[src/rtl/regfile_ctrl_pkg.sv]
// Shared register-file control types and constants for the writeback arbiter slice.
package regfile_ctrl_pkg;

  localparam int XLEN       = 32;
  localparam int REG_ADDR_W = 5;
  localparam int NUM_REGS   = 32;

  typedef logic [REG_ADDR_W-1:0] reg_addr_t;

  typedef struct packed {
    reg_addr_t       addr;
    logic [XLEN-1:0] data;
  } wb_req_t;

  function automatic logic [NUM_REGS-1:0] addr_onehot(input reg_addr_t a);
    return {{(NUM_REGS-1){1'b0}}, 1'b1} << a;
  endfunction

endpackage

[src/rtl/regfile_wb_arbiter_chk.sv]
// Protocol checker: a register-file write must retire an outstanding scoreboard entry.
module regfile_wb_arbiter_chk #(
  parameter int CNT_W = 2
) (
  input logic             Clk,
  input logic             Rst_n,
  input logic             Reg_Write,
  input logic [CNT_W-1:0] Wr_Cnt
);

  wr_has_pending_a: assert property (@(posedge Clk) disable iff (!Rst_n)
    Reg_Write |-> (Wr_Cnt != {CNT_W{1'b0}}));

endmodule

[src/rtl/rr_arbiter.sv]
// N-way arbiter: round-robin by default, fixed priority (lowest index wins) when
// WB_ARB_FIXED_PRIO_EN is defined.
module rr_arbiter #(
  parameter int N = 3
) (
  input  logic         Clk,
  input  logic         Rst_n,
  input  logic [N-1:0] Req,
  input  logic         Advance,
  output logic [N-1:0] Grant
);

  logic found_s;

`ifdef WB_ARB_FIXED_PRIO_EN
  logic unused_s;
  assign unused_s = ^{Clk, Rst_n, Advance};

  // Lowest-index requester wins.
  always_comb begin
    Grant   = {N{1'b0}};
    found_s = 1'b0;
    for (int i = 0; i < N; i++) begin
      if (Req[i] && !found_s) begin
        Grant[i] = 1'b1;
        found_s  = 1'b1;
      end else begin
        Grant[i] = Grant[i];
      end
    end
  end
`else
  localparam int PW = (N > 1) ? $clog2(N) : 1;

  logic [PW-1:0] ptr_r;
  logic [PW-1:0] ptr_nxt_s;
  int            idx_s;

  // Search from the pointer, wrapping; the winner's successor becomes the next pointer.
  always_comb begin
    Grant     = {N{1'b0}};
    found_s   = 1'b0;
    ptr_nxt_s = ptr_r;
    idx_s     = 0;
    for (int k = 0; k < N; k++) begin
      idx_s = (int'(ptr_r) + k) % N;
      if (Req[idx_s] && !found_s) begin
        Grant[idx_s] = 1'b1;
        found_s      = 1'b1;
        ptr_nxt_s    = PW'((idx_s + 1) % N);
      end else begin
        found_s = found_s;
      end
    end
  end

  // Pointer moves only on an accepted grant.
  always_ff @(posedge Clk) begin
    if (!Rst_n) begin
      ptr_r <= {PW{1'b0}};
    end else if (Advance) begin
      ptr_r <= ptr_nxt_s;
    end else begin
      ptr_r <= ptr_r;
    end
  end
`endif

endmodule

[src/rtl/regfile_wb_arbiter.sv]
// Register-file write-port arbiter with per-register pending-write scoreboard.
// Build option: WB_ARB_FIXED_PRIO_EN selects fixed priority instead of round-robin.
module regfile_wb_arbiter
  import regfile_ctrl_pkg::*;
#(
  parameter int N_REQ = 3,
  parameter int CNT_W = 2
) (
  input  logic                            Clk,
  input  logic                            Rst_n,
  input  logic [N_REQ-1:0]                Req_Valid,
  input  logic [N_REQ-1:0][REG_ADDR_W-1:0] Req_Addr,
  input  logic [N_REQ-1:0][XLEN-1:0]      Req_Data,
  output logic [N_REQ-1:0]                Req_Ready,
  input  logic                            Issue_Valid,
  input  reg_addr_t                       Issue_Rd,
  output logic                            Issue_Ready,
  input  reg_addr_t                       Rs1_Addr,
  input  reg_addr_t                       Rs2_Addr,
  output logic                            Rs1_Busy,
  output logic                            Rs2_Busy,
  output logic                            Reg_Write,
  output reg_addr_t                       Wr_Address,
  output logic [XLEN-1:0]                 Wr_Data
);

  localparam logic [CNT_W-1:0] CNT_MAX = {CNT_W{1'b1}};
  localparam logic [CNT_W-1:0] CNT_ONE = CNT_W'(1);

  logic [N_REQ-1:0]    req_valid_s;
  logic [N_REQ-1:0]    grant_s;
  logic                accept_s;
  wb_req_t             sel_s;
  logic [CNT_W-1:0]    cnt_r [NUM_REGS];
  logic [NUM_REGS-1:0] inc_s;
  logic [NUM_REGS-1:0] dec_s;

  assign req_valid_s = Rst_n ? Req_Valid : {N_REQ{1'b0}};
  assign accept_s    = |grant_s;
  assign Req_Ready   = grant_s;

  rr_arbiter #(.N(N_REQ)) u_arb (
    .Clk     (Clk),
    .Rst_n   (Rst_n),
    .Req     (req_valid_s),
    .Advance (accept_s),
    .Grant   (grant_s)
  );

  // Route the granted requester's payload.
  always_comb begin
    sel_s = '0;
    for (int i = 0; i < N_REQ; i++) begin
      if (grant_s[i]) begin
        sel_s.addr = Req_Addr[i];
        sel_s.data = Req_Data[i];
      end else begin
        sel_s = sel_s;
      end
    end
  end

  // Write-port registers; x0 writes are consumed without touching the port.
  always_ff @(posedge Clk) begin
    if (!Rst_n) begin
      Reg_Write  <= 1'b0;
      Wr_Address <= 5'd0;
      Wr_Data    <= 32'd0;
    end else if (accept_s && (sel_s.addr != 5'd0)) begin
      Reg_Write  <= 1'b1;
      Wr_Address <= sel_s.addr;
      Wr_Data    <= sel_s.data;
    end else begin
      Reg_Write  <= 1'b0;
      Wr_Address <= Wr_Address;
      Wr_Data    <= Wr_Data;
    end
  end

  assign Issue_Ready = Rst_n && (cnt_r[Issue_Rd] != CNT_MAX);
  assign inc_s = (Issue_Valid && Issue_Ready)
               ? (addr_onehot(Issue_Rd) & {{(NUM_REGS-1){1'b1}}, 1'b0})
               : {NUM_REGS{1'b0}};
  assign dec_s = Reg_Write ? addr_onehot(Wr_Address) : {NUM_REGS{1'b0}};

  // Pending-write counters; a same-cycle issue and retire cancel out.
  always_ff @(posedge Clk) begin
    for (int r = 0; r < NUM_REGS; r++) begin
      if (!Rst_n) begin
        cnt_r[r] <= {CNT_W{1'b0}};
      end else if (inc_s[r] && !dec_s[r]) begin
        cnt_r[r] <= cnt_r[r] + CNT_ONE;
      end else if (dec_s[r] && !inc_s[r] && (cnt_r[r] != {CNT_W{1'b0}})) begin
        cnt_r[r] <= cnt_r[r] - CNT_ONE;
      end else begin
        cnt_r[r] <= cnt_r[r];
      end
    end
  end

  // A last pending write landing this cycle is visible through the regfile bypass.
  assign Rs1_Busy = Rst_n && (Rs1_Addr != 5'd0) && (cnt_r[Rs1_Addr] != {CNT_W{1'b0}}) &&
                    !(Reg_Write && (Wr_Address == Rs1_Addr) && (cnt_r[Rs1_Addr] == CNT_ONE));
  assign Rs2_Busy = Rst_n && (Rs2_Addr != 5'd0) && (cnt_r[Rs2_Addr] != {CNT_W{1'b0}}) &&
                    !(Reg_Write && (Wr_Address == Rs2_Addr) && (cnt_r[Rs2_Addr] == CNT_ONE));

  regfile_wb_arbiter_chk #(.CNT_W(CNT_W)) u_chk (
    .Clk       (Clk),
    .Rst_n     (Rst_n),
    .Reg_Write (Reg_Write),
    .Wr_Cnt    (cnt_r[Wr_Address])
  );

endmodule
[config.mk]
export PLATFORM = sky130hd
export DESIGN_NAME = regfile_wb_arbiter
export DESIGN_NICKNAME = d
export VERILOG_FILES = /design/src/rtl/regfile_ctrl_pkg.sv /design/src/rtl/regfile_wb_arbiter_chk.sv /design/src/rtl/rr_arbiter.sv /design/src/rtl/regfile_wb_arbiter.sv
export SDC_FILE = /design/constraint.sdc
export NUM_CORES = 1
export LEC_CHECK = 0
export BUFFER_PORTS_ARGS = -buffer_cell sky130_fd_sc_hd__buf_2
export CORE_MARGIN = 10
export CORE_UTILIZATION = 30
export CTS_BUF_LIST = sky130_fd_sc_hd__clkbuf_8
export CTS_CLUSTER_DIAMETER = 150
export DETAILED_ROUTE_END_ITERATION = 7
export SYNTH_ARGS = -nofsm -noshare
export SYNTH_HDL_FRONTEND = slang
export SYNTH_SLANG_ARGS = --single-unit
[constraint.sdc]
create_clock -name Clk -period 12.3 [get_ports Clk]
set_input_delay 2.46 -clock Clk [delete_from_list [all_inputs] [get_ports Clk]]
set_output_delay 2.46 -clock Clk [all_outputs]
set_load 0.02 [all_outputs]
After elaboration in Yosys (flattened, before gate mapping)
Memory sizes are Yosys's and may differ from the RTL's.
Cells that the tools add are included.
{"block": "classes", "addsub": 69, "n_div": 6, "shift": 2, "n_mux": 479, "bitwise": 98, "order_cmp": 6, "eq_ne": 5, "reduce_logical": 222}
{"cell": "two-way mux 1 bit", "count": 365}
{"cell": "two-way mux 2 bit", "count": 99}
{"cell": "remainder unit 32 x 3 -> 32 bit, second input constant", "count": 5}
{"cell": "logical AND 1 bit", "count": 114}
{"cell": "two-way mux 37 bit", "count": 3}
{"cell": "adder 32 x 2 -> 32 bit, second input constant", "count": 3}
{"cell": ">= comparator 32 x 1 -> 1 bit, second input constant", "count": 3}
{"cell": "less-than comparator 32 x 4 -> 1 bit, second input constant", "count": 3}
{"cell": "bitwise OR 1 bit", "count": 96}
{"cell": "zero test 1 bit", "count": 68}
{"cell": "nonzero test 2 bit", "count": 34}
{"cell": "adder 2 x 1 -> 2 bit, second input constant", "count": 32}
{"cell": "two-way mux 32 bit", "count": 2}
{"cell": "<< shifter 1 x 5 -> 32 bit, first input constant", "count": 2}
{"cell": "subtractor 2 x 1 -> 2 bit, second input constant", "count": 32}
{"cell": "remainder unit 3 x 3 -> 32 bit, second input constant", "count": 1}
{"cell": "nonzero test 5 bit", "count": 3}
{"cell": "two-way mux 3 bit", "count": 4}
{"cell": "equality test 5 bit", "count": 2}
{"cell": "binary-select mux 1 bit (select 2 bit)", "count": 3}
{"cell": "demux 1 bit (select 2 bit)", "count": 3}
{"cell": "bitwise OR 3 bit", "count": 2}
{"cell": "equality test 2 x 1 -> 1 bit, second input constant", "count": 2}
{"cell": "adder 2 x 1 -> 3 bit, second input constant", "count": 1}
{"cell": "other kinds (5)", "count": 5}
{"block": "word_totals", "word_cells": 892, "ff_bits": 40, "output_inout_bits": 44, "mem_bits_rw": 64, "in_bits": 132, "mem_count": 1}
{"name": "cnt_r", "words": 32, "width": 2, "rd": 35, "rd_clocked_by_memory_dff": 0, "wr": 32, "line_no": "regfile_wb_arbiter.sv:34", "text": "logic [CNT_W-1:0] cnt_r [NUM_REGS];"}

Logic depth before layout (Yosys ltp)
{"block": "logic_depth", "depth_word": 17, "ltp_mapped": 36}

Cells and area by module
From an unflattened synthesis, not the netlist that was laid out.
{"block": "hier_totals", "hier_cells": 1186, "hier_area_um2": 9980.8}
{"module": "regfile_wb_arbiter", "n_inst": 1, "seq_area_each_um2": 2682.6, "cells_per_inst": 992, "area_each_um2": 8535.7}
{"module": "rr_arbiter", "n_inst": 1, "seq_area_each_um2": 40.0, "cells_per_inst": 194, "area_each_um2": 1445.1}

Worst setup path before layout
Ideal clock, no wire load.
{"block": "synth_path", "path_type": "input to register", "from": "input Req_Valid[2]", "to": "register u_arb.ptr_r[1]", "t_arrival_ps": 7887, "setup_slack_ps": 4297, "stages": 31, "t_required_ps": 12184, "setup_time_ps": 116, "path_cell_list": "mux2i_1 o21ai_1 and2_1 clkbuf_1 buf_2 nor2_1 o22a_1 ha_1 o211ai_1 o311ai_1 or3_1 and3_1 xnor2_1 ha_1 inv_1 o41ai_1 a41o_1 nor3_1 or2_2 inv_2 ha_1 a211o_1 and2_1 a21oi_1 xnor2_1 ha_1 a221oi_2 o221ai_2 a211oi_4 mux2i_1 o211a_1"}
{"block": "synth_between", "elab_chain_len": 13, "word_cells_on_any_way": 26, "classes_between": "mux: 17; bitwise: 2; reduce/logical: 7"}
{"element": "start: declaration", "line_no": "regfile_wb_arbiter.sv:11", "text": "input logic [N_REQ-1:0] Req_Valid,"}
{"element": "two-way mux 3 bit *", "line_no": "regfile_wb_arbiter.sv:38", "text": "assign req_valid_s = Rst_n ? Req_Valid : {N_REQ{1'b0}};"}
{"element": "binary-select mux 1 bit (select 2 bit)", "line_no": "rr_arbiter.sv:47", "text": "if (Req[idx_s] && !found_s) begin"}
{"element": "two-way mux 1 bit (not written as such) (2 in a row)", "line_no": "rr_arbiter.sv:47"}
{"element": "two-way mux 1 bit", "line_no": "rr_arbiter.sv:47"}
{"element": "zero test 1 bit", "line_no": "rr_arbiter.sv:47"}
{"element": "logical AND 1 bit", "line_no": "rr_arbiter.sv:47"}
{"element": "two-way mux 1 bit", "line_no": "rr_arbiter.sv:47"}
{"element": "zero test 1 bit", "line_no": "rr_arbiter.sv:47"}
{"element": "logical AND 1 bit", "line_no": "rr_arbiter.sv:47"}
{"element": "two-way mux 3 bit", "line_no": "rr_arbiter.sv:47"}
{"element": "OR reduction 3 bit", "line_no": "regfile_wb_arbiter.sv:39", "text": "assign accept_s = |grant_s;"}
{"element": "AND reduction 2 bit (no source line)"}
{"element": "end signal: assignment", "line_no": "rr_arbiter.sv:60", "text": "ptr_r <= {PW{1'b0}};"}
{"element": "end signal: assignment", "line_no": "rr_arbiter.sv:62", "text": "ptr_r <= ptr_nxt_s;"}
{"element": "end signal: assignment", "line_no": "rr_arbiter.sv:64", "text": "ptr_r <= ptr_r;"}
{"element": "end: declaration", "line_no": "rr_arbiter.sv:35", "text": "logic [PW-1:0] ptr_r;"}
Every way passes the cells marked *; elsewhere a longest branch is shown, timed or not. The select of a mux whose other input is x is not followed.
A chain may end at the register's enable or synchronous reset.

Final worst setup path
{"block": "layout_path", "from": "input Rst_n", "to": "register u_arb.ptr_r[1]"}
{"block": "layout_between", "elab_chain_len": 13, "word_cells_on_any_way": 26, "classes_between": "mux: 17; bitwise: 2; reduce/logical: 7"}
{"element": "start: declaration", "line_no": "regfile_wb_arbiter.sv:10", "text": "input logic Rst_n,"}
{"element": "two-way mux 3 bit", "line_no": "regfile_wb_arbiter.sv:38"}
{"element": "binary-select mux 1 bit (select 2 bit)", "line_no": "rr_arbiter.sv:47"}
{"element": "two-way mux 1 bit (not written as such) (2 in a row)", "line_no": "rr_arbiter.sv:47"}
{"element": "two-way mux 1 bit", "line_no": "rr_arbiter.sv:47"}
{"element": "zero test 1 bit", "line_no": "rr_arbiter.sv:47"}
{"element": "logical AND 1 bit", "line_no": "rr_arbiter.sv:47"}
{"element": "two-way mux 1 bit", "line_no": "rr_arbiter.sv:47"}
{"element": "zero test 1 bit", "line_no": "rr_arbiter.sv:47"}
{"element": "logical AND 1 bit", "line_no": "rr_arbiter.sv:47"}
{"element": "two-way mux 3 bit", "line_no": "rr_arbiter.sv:47"}
{"element": "OR reduction 3 bit", "line_no": "regfile_wb_arbiter.sv:39"}
{"element": "AND reduction 2 bit (no source line)"}
Parallel ways exist; a longest one is shown, timed or not. The select of a mux whose other input is x is not followed.

==> impl_summary.txt <==
----------------------------------------------------
[STA]
  Fin crit share ... between 70 and 80%
  Count of endpoints failing hold in the final timing report ... 0
  Minimum period implied by the final worst setup slack ... ~9200 ps
  Total Negative Setup Slacks ... 0 ps
  Fmax ... between 100 and 150 MHz
  Setup slack of the critical path after layout ... roughly 3100 ps
  Setup repair after global routing missed its margin ... false
  Max Transition Viols Final ... 0
  Worst slew margin ... a little over a quarter
  Least-Margin Pin Slew ... around 1100 ps
  Worst-case clock skew ... between 20 and 25 ps
  Final setup violation count ... 0

[Die]
  Number of rows created at floorplan ... between 60 and 70
  Horizontal die dimension ... 193 um
  Number of ports placed on the die boundary ... 176
  Die area ... between 0.03 and 0.04 mm^2
  Initial Utilization ... 30.3%
  Placeable core region ... between 0.02 and 0.03 mm^2
  Height of the chip ... a little under 200 um

[Cells and area]
  Net count reported at finish ... about 1.4k
  Number of inserted diodes ... 0
  Area of all sequential standard cells ... 0.00272 mm^2
  Area growth from synthesis to layout ... 15.2%
  Number of fillers in the final layout ... between 3k and 4k
  Fraction of final layout cells sized beyond drive strength 1 ... 23.0%
  Area used by multi-input combinational logic ... about 0.0057 mm^2

[Worst setup path]
  Kind of critical path ... input pin to flop
  WP data arrival ... around 9500 ps
  Most used cell along the critical path ... sky130_fd_sc_hd__ha_1
  Delay of the slowest critical-path stage ... roughly 640 ps
  Critical Path RT ... approximately 13000 ps
  Start of the worst register-to-register path ... u_arb.ptr_r[1]
  Kind of start point of the critical path ... input pin
  Highest-delay cell along the critical path ... sky130_fd_sc_hd__buf_2
  Largest fanout of any net on the critical path ... 47
  Critical path startpoint ... Rst_n
  Worst setup EP type ... flop

[Synthesis]
  Number of synthesized flops with an enable pin ... 64
  List of most frequent post-synthesis cells ... 116 x sky130_fd_sc_hd__nor2_1, 93 x sky130_fd_sc_hd__nand2_1, 80 x sky130_fd_sc_hd__inv_1, 72 x sky130_fd_sc_hd__a21oi_1, 64 x sky130_fd_sc_hd__edfxtp_1
  Post-synthesis sequential area ratio ... a little under a third
  Post-Synthesis Net Count ... 1230
  Most numerous cell in the Yosys netlist ... sky130_fd_sc_hd__nor2_1
  Combined area of all synthesized cells ... 0.00897 mm^2
  Cells taking the most area after synthesis ... sky130_fd_sc_hd__edfxtp_1 21%, sky130_fd_sc_hd__mux4_2 9.3%, sky130_fd_sc_hd__dfxtp_1 8.9%
  Synthesized flop and latch total ... approximately 100
  FFs w/ async S/R, synth ... 0%
  Synth warnings ... 0
  Average footprint of a synthesized cell ... 8.53 um^2
  Post-synth top area share ... between 20% and 30%
  Prevailing post-synth register cell ... sky130_fd_sc_hd__edfxtp_1
  Count of different cell masters after synthesis ... just over 80
  Gate count of the mapped netlist ... between 1k and 1.5k
  Area leader, netlist ... sky130_fd_sc_hd__edfxtp_1

[Power]
  Maximum ir drop on the vdd rail ... roughly 130 uV
  Total leakage power ... around 4.2 nW
  Pwr/cell area ... 192 mW/mm^2

[Job]
  Max cap viols ... 0

[Route]
  Total met2 wirelength after detailed routing ... around 13000 um
  Detailed-route wire length per cell ... between 15 and 20 um
  Number of detailed-routing iterations run before antenna repair ... 5
  Initial drt markers ... 606
  Vias per cell ... 5.41
  Top routing layer in use ... met4
  WL met3 ... about 2700 um
  DRC viols ... 0
  Drt total wl ... between 20000 and 30000 um
  Residual antenna-violating net count after detailed routing ... 0
  Total via count in the routed design ... around 8.5k
  Metal1 wirelength ... 12500 um

[Global routing]
  First-pass GRT wire length ... around 45000 um
  GRT Overall Usage ... 15.0%
  Number of antenna violations at the first check in global routing ... 0
  Largest net degree at the start of global routing ... 77
  Residual overflow from global routing ... 0
  Number of global-route vias before repair ... just over 8k

[Clock network]
  Clock Sink Count ... about 100
  Latest clock arrival within the worst-skew pair ... 400 ps
  Buffers from clock root to sink, at most ... 2
  CTS hold repair buffers ... 0
  Clock transition at the registers of the reported paths ... 120 ps
  Buffer cell driving the clock tree root ... sky130_fd_sc_hd__clkbuf_8
  Setup Fix Bufs, Post-CTS ... 0
  Number of H-tree levels ... 3
  CTS-repair resized insts ... 0
  CTS buffer count ... 9
  TritonCTS clock tree ... done

[Worst hold path]
  Worst Hold Class ... flop to flop
  Startpoint of the lowest-slack hold path ... Wr_Data[1]

[Placed design]
  Weighted congestion at the end of routability-driven global placement ... around 0.85
  Post-place setup slack ... about 2600 ps
  DPL Wire Length ... roughly 22000 um
  Number of input and output port buffers inserted ... about 180

[Run status]
  Run status ... complete, no violations

----------------------------------------------------
[power by group]
part / switching (mW) / leakage [nW] / internal (mW) / total [mW]
registers: 0.0718 / 0.993 / 0.446 / 0.518
clock network: 0.137 / 0.0999 / 0.0830 / 0.220
logic: 0.773 / 3.13 / 0.472 / 1.25
total: 0.983 / 4.23 / 1.00 / 1.98
[routing by layer]
metal  GRT usage (%)  up-vias
met5               0        -
met4            3.85        0
met3            4.34       30
met2            24.1      361
met1            19.5     3948
li1                -     4129
[sequential cells by signal, summed over array words and instances, names as in the netlist]
signal / count
u_arb.ptr_r: 2
Reg_Write: 1
Wr_Address: 5
Wr_Data: 32
cnt_r: 64
[path summary, 6_finish.rpt]
kind	endpoint	slack (ps)	depth (start not counted)
setup reg to reg	u_arb.ptr_r[1]	4660	31
setup / recovery	u_arb.ptr_r[1]	3140	30
hold reg to reg	Wr_Data[1]	480	2
hold / removal	Wr_Data[1]	480	2
[final cells by class]
cell class	instances	area share (%)
clock buffer	10	1.33
inverter	83	3.02
sequential	104	26.4
multi-input combinational	789	55.0
tap	390	4.72
clock inverter	6	0.472
timing repair buffer	184	9.13
[critical path: cells and delay by family]
kind	cells	cell delay, ps
fa+ha+maj	4	1020
simple gates	7	1480
compound gates	12	3280
xor+xnor	2	180
mux	1	100
buf+inv	4	930
[metrics by stage]
step           instances  utilization, %  hold slack, ps  power, mW  cell area [um^2]
2_1_floorplan       1051               -             504       1.46              8970
3_3_place_gp        1550            34.3             450       1.77             10100
3_5_place_dp        1550            34.3             458       1.78             10100
4_1_cts             1566            35.0             481       2.00             10300
5_1_grt             1566            35.0             496       2.17             10300
6_report            1566            35.0             477       1.98             10300
[cell usage in the layout (no fill, tap or decap), types with 26 or more instances in the layout]
cell                       synthesis  layout
sky130_fd_sc_hd__mux4_2           37      37
sky130_fd_sc_hd__nand3_1          55      55
sky130_fd_sc_hd__mux2i_1          26      26
sky130_fd_sc_hd__a21oi_1          72      72
sky130_fd_sc_hd__and3_1           28      28
sky130_fd_sc_hd__nand2_1          93      93
sky130_fd_sc_hd__dfxtp_1          40      40
sky130_fd_sc_hd__edfxtp_1         64      64
sky130_fd_sc_hd__nor3_1           42      42
sky130_fd_sc_hd__a22oi_1          40      40
sky130_fd_sc_hd__a211oi_1         37      36
sky130_fd_sc_hd__nor2_1          116     115
sky130_fd_sc_hd__o21ai_0          36      36
sky130_fd_sc_hd__inv_1            80      80
sky130_fd_sc_hd__buf_2             3     175
sky130_fd_sc_hd__ha_1             47      47
[kinds of logic (layout without fill, tap and decap cells)]
logic type | count (synthesis) | count (layout) | share of synthesized area, %
and+or+nand+nor | 391 | 391 | 21.1
AOI/OAI and AO/OA | 264 | 264 | 20.3
buffers and inverters | 158 | 283 | 6.92
DFF | 104 | 104 | 30.4
muxes | 65 | 65 | 12.4
adders and majority gates | 48 | 48 | 6.67
xor gates and xnor gates | 21 | 21 | 2.20
Power figures use the tool's default switching activity.
